`config.mk`:
```
export PLATFORM = sky130hd
export DESIGN_NAME = seq_pattern_gen
export DESIGN_NICKNAME = d
export VERILOG_FILES = /design/src/rtl/seq_gen_pkg.sv /design/src/rtl/pattern_shifter.sv /design/src/rtl/seq_pattern_gen.sv
export SDC_FILE = /design/constraint.sdc
export NUM_CORES = 1
export LEC_CHECK = 0
export CORE_AREA = 10 10 92 74
export CTS_CLUSTER_SIZE = 16
export DETAILED_ROUTE_END_ITERATION = 16
export DIE_AREA = 0 0 102 84
export HOLD_SLACK_MARGIN = 0.15
export PLACE_DENSITY = 0.64
export REMOVE_ABC_BUFFERS = 1
export SYNTH_ARGS = -nofsm -noshare
export SYNTH_HDL_FRONTEND = slang
export SYNTH_SLANG_ARGS = --single-unit
```
`constraint.sdc`:
```
create_clock -name clk -period 5.6 [get_ports clk]
set_input_delay 1.68 -clock clk [delete_from_list [all_inputs] [get_ports clk]]
set_output_delay 1.68 -clock clk [all_outputs]
set_load 0.02 [all_outputs]
```
`src/rtl/seq_gen_pkg.sv`:
```
// seq_gen_pkg: shared types and constants for the serial pattern generator.
//   state_t      - generator FSM states
//   calc_len_w   - width of a length field able to hold 0..max_len
//   DEF_MAX_LEN  - default maximum pattern length
//   DEF_REP_W    - default repeat-counter width
package seq_gen_pkg;

  localparam int DEF_MAX_LEN = 16;
  localparam int DEF_REP_W   = 4;

  typedef enum logic [1:0] {
    IDLE = 2'd0,
    RUN  = 2'd1,
    DONE = 2'd2
  } state_t;

  // One extra bit beyond the index width so MAX_LEN itself is representable
  // and out-of-range lengths (e.g. MAX_LEN+1) can be detected and rejected.
  function automatic int calc_len_w(input int max_len);
    return $clog2(max_len) + 1;
  endfunction

endpackage

```
`src/rtl/pattern_shifter.sv`:
```
// pattern_shifter: holds the loaded pattern, the current bit index and the
// remaining repeat count, and presents the bit that the next step will emit.
//   clk, rst     - clock, synchronous active-high reset
//   i_load       - capture i_pattern/i_len/i_repeat, idx := len-1
//   i_step       - advance to the next bit (wraps to len-1 while repeats remain)
//   i_pattern    - pattern, bits [i_len-1:0] used
//   i_len        - pattern length (caller guarantees 1..MAX_LEN on load)
//   i_repeat     - extra repetitions
//   o_first_bit  - i_pattern[i_len-1], the first bit of a stream being loaded
//   o_next_bit   - bit emitted after the next step
//   o_last       - current bit is the final bit of the whole stream
module pattern_shifter
  import seq_gen_pkg::*;
#(
  parameter int MAX_LEN = DEF_MAX_LEN,
  parameter int REP_W   = DEF_REP_W,
  parameter int LEN_W   = calc_len_w(MAX_LEN)
) (
  input  logic               clk,
  input  logic               rst,
  input  logic               i_load,
  input  logic               i_step,
  input  logic [MAX_LEN-1:0] i_pattern,
  input  logic [LEN_W-1:0]   i_len,
  input  logic [REP_W-1:0]   i_repeat,
  output logic               o_first_bit,
  output logic               o_next_bit,
  output logic               o_last
);

  localparam int IDX_W = $clog2(MAX_LEN);

  logic [MAX_LEN-1:0] r_pattern;
  logic [LEN_W-1:0]   r_len;
  logic [LEN_W-1:0]   r_idx;
  logic [REP_W-1:0]   r_rep;

  logic [LEN_W-1:0]   w_first_idx;
  logic [LEN_W-1:0]   w_next_idx;
  logic               w_wrap;

  assign w_first_idx = i_len - LEN_W'(1);
  assign w_wrap      = (r_idx == '0);
  // idx is reloaded at zero rather than decremented, so it never underflows.
  assign w_next_idx  = w_wrap ? (r_len - LEN_W'(1)) : (r_idx - LEN_W'(1));

  assign o_first_bit = i_pattern[w_first_idx[IDX_W-1:0]];
  assign o_next_bit  = r_pattern[w_next_idx[IDX_W-1:0]];
  assign o_last      = w_wrap && (r_rep == '0);

  always_ff @(posedge clk) begin
    if (rst) begin
      r_pattern <= '0;
      r_len     <= '0;
      r_idx     <= '0;
      r_rep     <= '0;
    end else if (i_load) begin
      r_pattern <= i_pattern;
      r_len     <= i_len;
      r_idx     <= w_first_idx;
      r_rep     <= i_repeat;
    end else if (i_step) begin
      r_idx <= w_next_idx;
      if (w_wrap) r_rep <= r_rep - REP_W'(1);
    end
  end

endmodule

```
`src/rtl/seq_pattern_gen.sv`:
```
// seq_pattern_gen: loads a pattern and shifts it out MSB-first, one bit per
// clock, optionally repeated, together with the predicted response of a
// consecutive-equal-bit detector (exp_match).
//   clk, rst      - clock, synchronous active-high reset
//   load_valid    - load request (accepted only in IDLE)
//   load_ready    - high exactly in IDLE
//   load_pattern  - pattern, bits [load_len-1:0] used
//   load_len      - length, legal 1..MAX_LEN; otherwise err pulses
//   load_repeat   - extra repetitions (0 = emit once)
//   abort         - stop an ongoing stream (no done pulse)
//   ser_out       - serial bit, 0 when ser_valid=0
//   ser_valid     - ser_out carries a pattern bit
//   exp_match     - emitted bit equals the previous bit of the same stream
//   done          - one-cycle pulse on natural completion
//   err           - one-cycle pulse on a rejected load
module seq_pattern_gen
  import seq_gen_pkg::*;
#(
  parameter int MAX_LEN = DEF_MAX_LEN,
  parameter int REP_W   = DEF_REP_W,
  parameter int LEN_W   = calc_len_w(MAX_LEN)
) (
  input  logic               clk,
  input  logic               rst,
  input  logic               load_valid,
  output logic               load_ready,
  input  logic [MAX_LEN-1:0] load_pattern,
  input  logic [LEN_W-1:0]   load_len,
  input  logic [REP_W-1:0]   load_repeat,
  input  logic               abort,
  output logic               ser_out,
  output logic               ser_valid,
  output logic               exp_match,
  output logic               done,
  output logic               err
);

  state_t r_state, w_state_nxt;

  logic r_ser_out, r_ser_valid, r_exp_match, r_done, r_err;
  logic w_ser_out_nxt, w_ser_valid_nxt, w_exp_match_nxt, w_done_nxt, w_err_nxt;
  logic w_load, w_step, w_len_ok;
  logic w_first_bit, w_next_bit, w_last;

  assign w_len_ok = (load_len != '0) && (load_len <= LEN_W'(MAX_LEN));

  pattern_shifter #(
    .MAX_LEN (MAX_LEN),
    .REP_W   (REP_W),
    .LEN_W   (LEN_W)
  ) u_shifter (
    .clk         (clk),
    .rst         (rst),
    .i_load      (w_load),
    .i_step      (w_step),
    .i_pattern   (load_pattern),
    .i_len       (load_len),
    .i_repeat    (load_repeat),
    .o_first_bit (w_first_bit),
    .o_next_bit  (w_next_bit),
    .o_last      (w_last)
  );

  // All serial outputs are registered, so they are computed here for the
  // cycle after the coming edge, alongside the next state.
  always_comb begin
    w_state_nxt     = r_state;
    w_load          = 1'b0;
    w_step          = 1'b0;
    w_ser_out_nxt   = 1'b0;
    w_ser_valid_nxt = 1'b0;
    w_exp_match_nxt = 1'b0;
    w_done_nxt      = 1'b0;
    w_err_nxt       = 1'b0;
    unique case (r_state)
      IDLE: begin
        if (load_valid) begin
          if (w_len_ok) begin
            w_load          = 1'b1;
            w_state_nxt     = RUN;
            w_ser_valid_nxt = 1'b1;
            w_ser_out_nxt   = w_first_bit;
            // History cleared on load: first bit of a stream never matches.
          end else begin
            w_err_nxt = 1'b1;
          end
        end
      end
      RUN: begin
        if (abort) begin
          w_state_nxt = IDLE;
        end else if (w_last) begin
          w_state_nxt = DONE;
          w_done_nxt  = 1'b1;
        end else begin
          w_step          = 1'b1;
          w_ser_valid_nxt = 1'b1;
          w_ser_out_nxt   = w_next_bit;
          // r_ser_out is the bit on the wire now, i.e. the previous bit of
          // the next cycle; this also carries history across repeats.
          w_exp_match_nxt = (w_next_bit == r_ser_out);
        end
      end
      DONE: w_state_nxt = IDLE;
      default: w_state_nxt = IDLE;
    endcase
  end

  always_ff @(posedge clk) begin
    if (rst) begin
      r_state     <= IDLE;
      r_ser_out   <= 1'b0;
      r_ser_valid <= 1'b0;
      r_exp_match <= 1'b0;
      r_done      <= 1'b0;
      r_err       <= 1'b0;
    end else begin
      r_state     <= w_state_nxt;
      r_ser_out   <= w_ser_out_nxt;
      r_ser_valid <= w_ser_valid_nxt;
      r_exp_match <= w_exp_match_nxt;
      r_done      <= w_done_nxt;
      r_err       <= w_err_nxt;
    end
  end

  assign load_ready = (r_state == IDLE);
  assign ser_out    = r_ser_out;
  assign ser_valid  = r_ser_valid;
  assign exp_match  = r_exp_match;
  assign done       = r_done;
  assign err        = r_err;

endmodule

```
Yosys cells after proc, flatten, opt, wreduce, memory -nomap -nowiden. Index checks and enable logic that the tools add are counted. W data, S select, Z words.

Word-level logic and storage cells: 67. Output and inout bits: 6. Flip-flop bits (word level): 37.

Equal/unequal tests: 5. Muxes and demuxes: 29. Reductions and logical operators: 13. Magnitude comparators: 3. Add/subtract/negate cells: 4. Bitwise logic cells: 3.

Operator list (count): $mux W5 (3); $sub A5 B1 Y5 const B (3); $mux W1 (14); $mux W4 (3); $lt A4 B5 Y1 const B (2); $bmux W1 S4 (2); $mux W2 (4); $reduce_or A3 Y1 (2); $le A5 B5 Y1 const B (1); $logic_not A5 Y1 (1); $reduce_bool A5 Y1 (1); $logic_not A4 Y1 (1); $pmux W1 S2 (2); $pmux W2 S2 (1); $reduce_bool A2 Y1 (2); $reduce_or A4 Y1 (1); $sub A4 B1 Y4 const B (1); $ne A3 B2 Y1 const B (1); $not A1 Y1 (3); $reduce_and A3 Y1 (1); $eq A2 B1 Y1 const B (1); $logic_and A1 B1 Y1 (2); $logic_not A2 Y1 (1); $ne A2 B1 Y1 const B (1); 3 further kinds (3).

Logic depth before layout (Yosys ltp).
Depth after elaboration: 7. Depth in mapped cells: 10. Depth with buffers taken out: 8.

Cells and area by module. A second synthesis with hierarchy kept.

Cells, all modules: 226. Area total of the unflattened synthesis: 2144.6 sq um.

Modules (own cells, without submodules): pattern_shifter (times used 1, cells an instance 200, area each 1853.0 sq um); seq_pattern_gen (times used 1, cells an instance 26, area each 291.5 sq um).

Worst setup path before layout. No wires, ideal clock.

Path kind: input to register. Start point: input load_len[0]. End point: register r_ser_out (netlist: ser_out). Path buffers: 1. Stages on the path: 6. Arrival: 3.389 ns. Setup time: 0.117 ns. Slack: 2.094 ns. Cell sequence: clkbuf_1 inv_1 ha_1 mux4_2 mux4_2 a22o_1.

Word-level cells in the longest chain between the ends: 6.

Ends and longest elaborated chain: from (decl) (line seq_pattern_gen.sv:28) `input logic [LEN_W-1:0] load_len,`; $sub A5 B1 Y5 (line pattern_shifter.sv:42) `assign w_first_idx = i_len - LEN_W'(1);`; $bmux W1 S4 (line pattern_shifter.sv:47) `assign o_first_bit = i_pattern[w_first_idx[IDX_W-1:0]];`; $mux W1 (implied by the code) (line pattern_shifter.sv:47); $mux W1 (*) (line seq_pattern_gen.sv:78) `if (w_len_ok) begin`; $mux W1 (*) (line seq_pattern_gen.sv:77) `if (load_valid) begin`; $pmux W1 S2 (*) (line seq_pattern_gen.sv:75) `unique case (r_state)`; to (signal assigned) (line seq_pattern_gen.sv:119) `r_ser_out <= w_ser_out_nxt;`; to (decl) (line seq_pattern_gen.sv:40) `logic r_ser_out, r_ser_valid, r_exp_match, r_done, r_err;`.

Every way passes the cells marked *; elsewhere a longest branch is shown, timed or not. The select of a mux whose other input is x is not followed. A chain may end at the register's enable or synchronous reset.

Worst setup path after layout.
Start point: input load_len[0]. End point: register u_shifter.r_idx[0].

Word-level cells in the longest chain between the ends: 6.

Ends and longest elaborated chain: $le A5 B5 Y1 / $reduce_bool A5 Y1 (equally long branches) (line seq_pattern_gen.sv:45) `assign w_len_ok = (load_len != '0) && (load_len <= LEN_W'(MAX_LEN));`; $logic_and A1 B1 Y1 (line seq_pattern_gen.sv:45); $mux W1 (line seq_pattern_gen.sv:78); $mux W1 (line seq_pattern_gen.sv:77); $mux W1 (line seq_pattern_gen.sv:75); $mux W5 / $reduce_bool A2 Y1 (equally long branches); to (signal assigned) (line pattern_shifter.sv:60) `r_idx <= w_first_idx;`; to (signal assigned) (line pattern_shifter.sv:63) `r_idx <= w_next_idx;`; to (decl) (line pattern_shifter.sv:35) `logic [LEN_W-1:0] r_idx;`.

Several ways; a longest one is shown, not always the timed one.

==> results.md <==
* GR Util All Layers at 11.81%
* Clock transition at path regs at 0.07 ns
* Vias at 1723
* Fin. Hold Viols at 0
* Leak Pwr at 0.8558 nW
* Die height at 84 µm
* Critical Path Sink Type: flip-flop
* Vias per cell at 5.318
* Synthesized flop and latch total at 37
* Sum Neg Setup Slack at 0 ns
* Share of post-route cells with drive strength above 1 at 8.397%
* Multi-input logic area at 1076 µm²
* CTS tree: done
* Vias in the first global route at 1623
* Grt ovf at 0
* Layout Skew at 0.005458 ns
* Htree depth at 2
* Site row count at 23
* Die width at 102 µm
* Commonest cells after routing, fill and taps aside: 56 x nand2_1, 37 x dfxtp_1, 34 x clkdlybuf4s50_1, 29 x a21oi_1, 15 x nor2_1
* Syn Area/Cell at 8.192 µm²
* Hpwl dp at 3649 µm
* Final period utilization at 70.02%
* Ys flop type: dfxtp_1
* CTS buffer count at 5
* Most common cell after layout, fill and taps aside: nand2_1
* Clock tree sinks at 37
* DRT iter0 DRCs at 109
* VDD IR max at 90.00 µV
* Post-route antenna net violation count at 0
* Initial core utilization at 37.10%
* Worst r2r src: u_shifter.r_idx[4]
* IO Pins at 35
* Crit-path max FO at 23
* FF+latch area at 740.7 µm²
* Final setup viols at 0
* Number of synthesized flops with an enable pin at 0
* Max Fclk at 0.2550 GHz
* Worst Max-Slew Pin Slew at 0.8251 ns
* Setup bufs post-CTS at 0
* Clock latency on the worst-skew pair at 0.30 ns
* Core area at 5122 µm²
* Area post-placement at 2272 µm²
* Worst Path Arrival at 4.09 ns
* Port bufs at 34
* FFs w/ async S/R, synth at 0%
* Post-route minimum period at 3.921 ns
* Number of distinct library cells after synthesis at 42
* Pwr Density at 273.4 nW/µm²
* Post-CTS sizing at 0
* Critical Path Start Type: primary input
* FILL cells at 507
* Area grow syn2layout at 24.09%
* Largest net degree at the start of global routing at 38
* Die area at 8568 µm²
* DRC viols at 0
* DRT Wirelength at 4889 µm
* Relative slew slack at 45.00%
* Max_cap viols at 0
* CP Data Required Time at 5.77 ns
* RSZ-0062 raised after global routing: false
* R2r setup slk at 3.35 ns
* Layout Nets at 294
* Worst Hold Class: reg -> reg
* Status: complete, no violations
* HP Start: u_shifter.r_pattern[13]
* Hold Buf Count CTS at 0
* Setup CP Type: in -> reg
* Sequential area share after synthesis at 38.97%
* Final Wtd Congestion at 0.8135
* Antenna cells at 0
* Max Slew Vio Count at 0
* First-pass GRT wire length at 8135 µm
* Clk buf depth at 2
* Routed WL per cell at 15.09 µm
* Critical Path Source: load_len[0]
* Clock root buffer: clkbuf_8
* Initial antenna violation count at 0
* Final Power at 0.0006448 W
* First-pass iteration count of the detailed router at 4
* Yosys Warn Count at 0
* Final Cell Area at 2359 µm²
* Synth Cell Area at 1901 µm²
* Synthesized instance count at 232
state kept, by name (all words and copies together) (netlist names):
register / flops
exp_match: 1
ser_valid: 1
ser_out: 1
u_shifter.r_rep: 4
u_shifter.r_pattern: 16
u_shifter.r_len: 5
done: 1
err: 1
r_state: 2
u_shifter.r_idx: 5
per-stage QoR:
stage,utilization [%],std cells,hold WS [ns],worst slack [ns]
2_1_floorplan,-,218,0.4255,2.120
3_3_place_gp,44.36,316,0.4412,1.424
3_5_place_dp,44.36,316,0.4457,1.332
4_1_cts,46.04,324,0.4561,1.649
5_1_grt,46.04,324,0.4717,1.404
6_report,46.04,324,0.4532,1.679
kinds of logic after synthesis:
family / count (synthesis) / synth area share [%]
flip-flops: 37 / 38.97
buffers and inverters: 20 / 4.410
AO/OA/AOI/OAI: 57 / 19.42
AND/OR/NAND/NOR: 95 / 21.73
XOR/XNOR: 9 / 4.148
adder cells (fa/ha/maj): 4 / 2.633
multiplexers: 10 / 8.690
critical path, stage by stage:
cell,delay (ns)
clkdlybuf4s50_1,0.73
inv_1,0.12
ha_1,0.22
nand2_1,0.07
xor2_1,0.22
and3_1,0.74
nand2_1,0.14
nor3b_1,0.17
path summary, 6_finish.rpt:
kind	to	depth (start not counted)
worst max register to register	exp_match	7
worst max-delay path	u_shifter.r_idx[0]	8
worst min-delay path	u_shifter.r_pattern[13]	2
worst min register to register	u_shifter.r_pattern[13]	2
Yosys cell counts (4+ instances only):
master	instances	area [µm²]
ha_1	4	50.05
nand3_1	4	20.02
mux4_2	5	112.6
a211oi_1	7	52.55
dfxtp_1	37	740.7
clkbuf_1	12	45.04
a21oi_1	29	145.1
nor3_1	6	30.03
nand2_1	56	210.2
xor2_1	6	52.55
nor2_1	15	56.30
inv_1	6	22.52
area by class of cell:
type / instances / share of cell area, %
clock buffers: 5 / 2.918
flip-flops and latches: 37 / 31.41
multi-input cells: 175 / 45.62
well taps: 62 / 3.289
inverters: 6 / 0.9549
repair buffers: 36 / 15.07
clock inverters: 3 / 0.7427
power by group:
part           switching, W  leakage, nW  total [W]  internal [W]
logic             0.0000872        0.509   0.000164     0.0000765
registers         0.0000137        0.303   0.000293      0.000280
clock network      0.000102       0.0439   0.000188     0.0000859
total              0.000203        0.856   0.000645      0.000442
layer usage:
layer | share of wire, % | track usage [%] | wire length [µm] | vias to the layer above
met5 | 0 | 0 | 0 | -
met4 | 1.6 | 5.115 | 80 | 0
met3 | 8.5 | 3.891 | 414 | 8
met2 | 40 | 15.96 | 1964 | 58
met1 | 50 | 16.36 | 2430 | 784
li1 | - | - | - | 873
No activity file was read; power rests on OpenSTA's default activity.
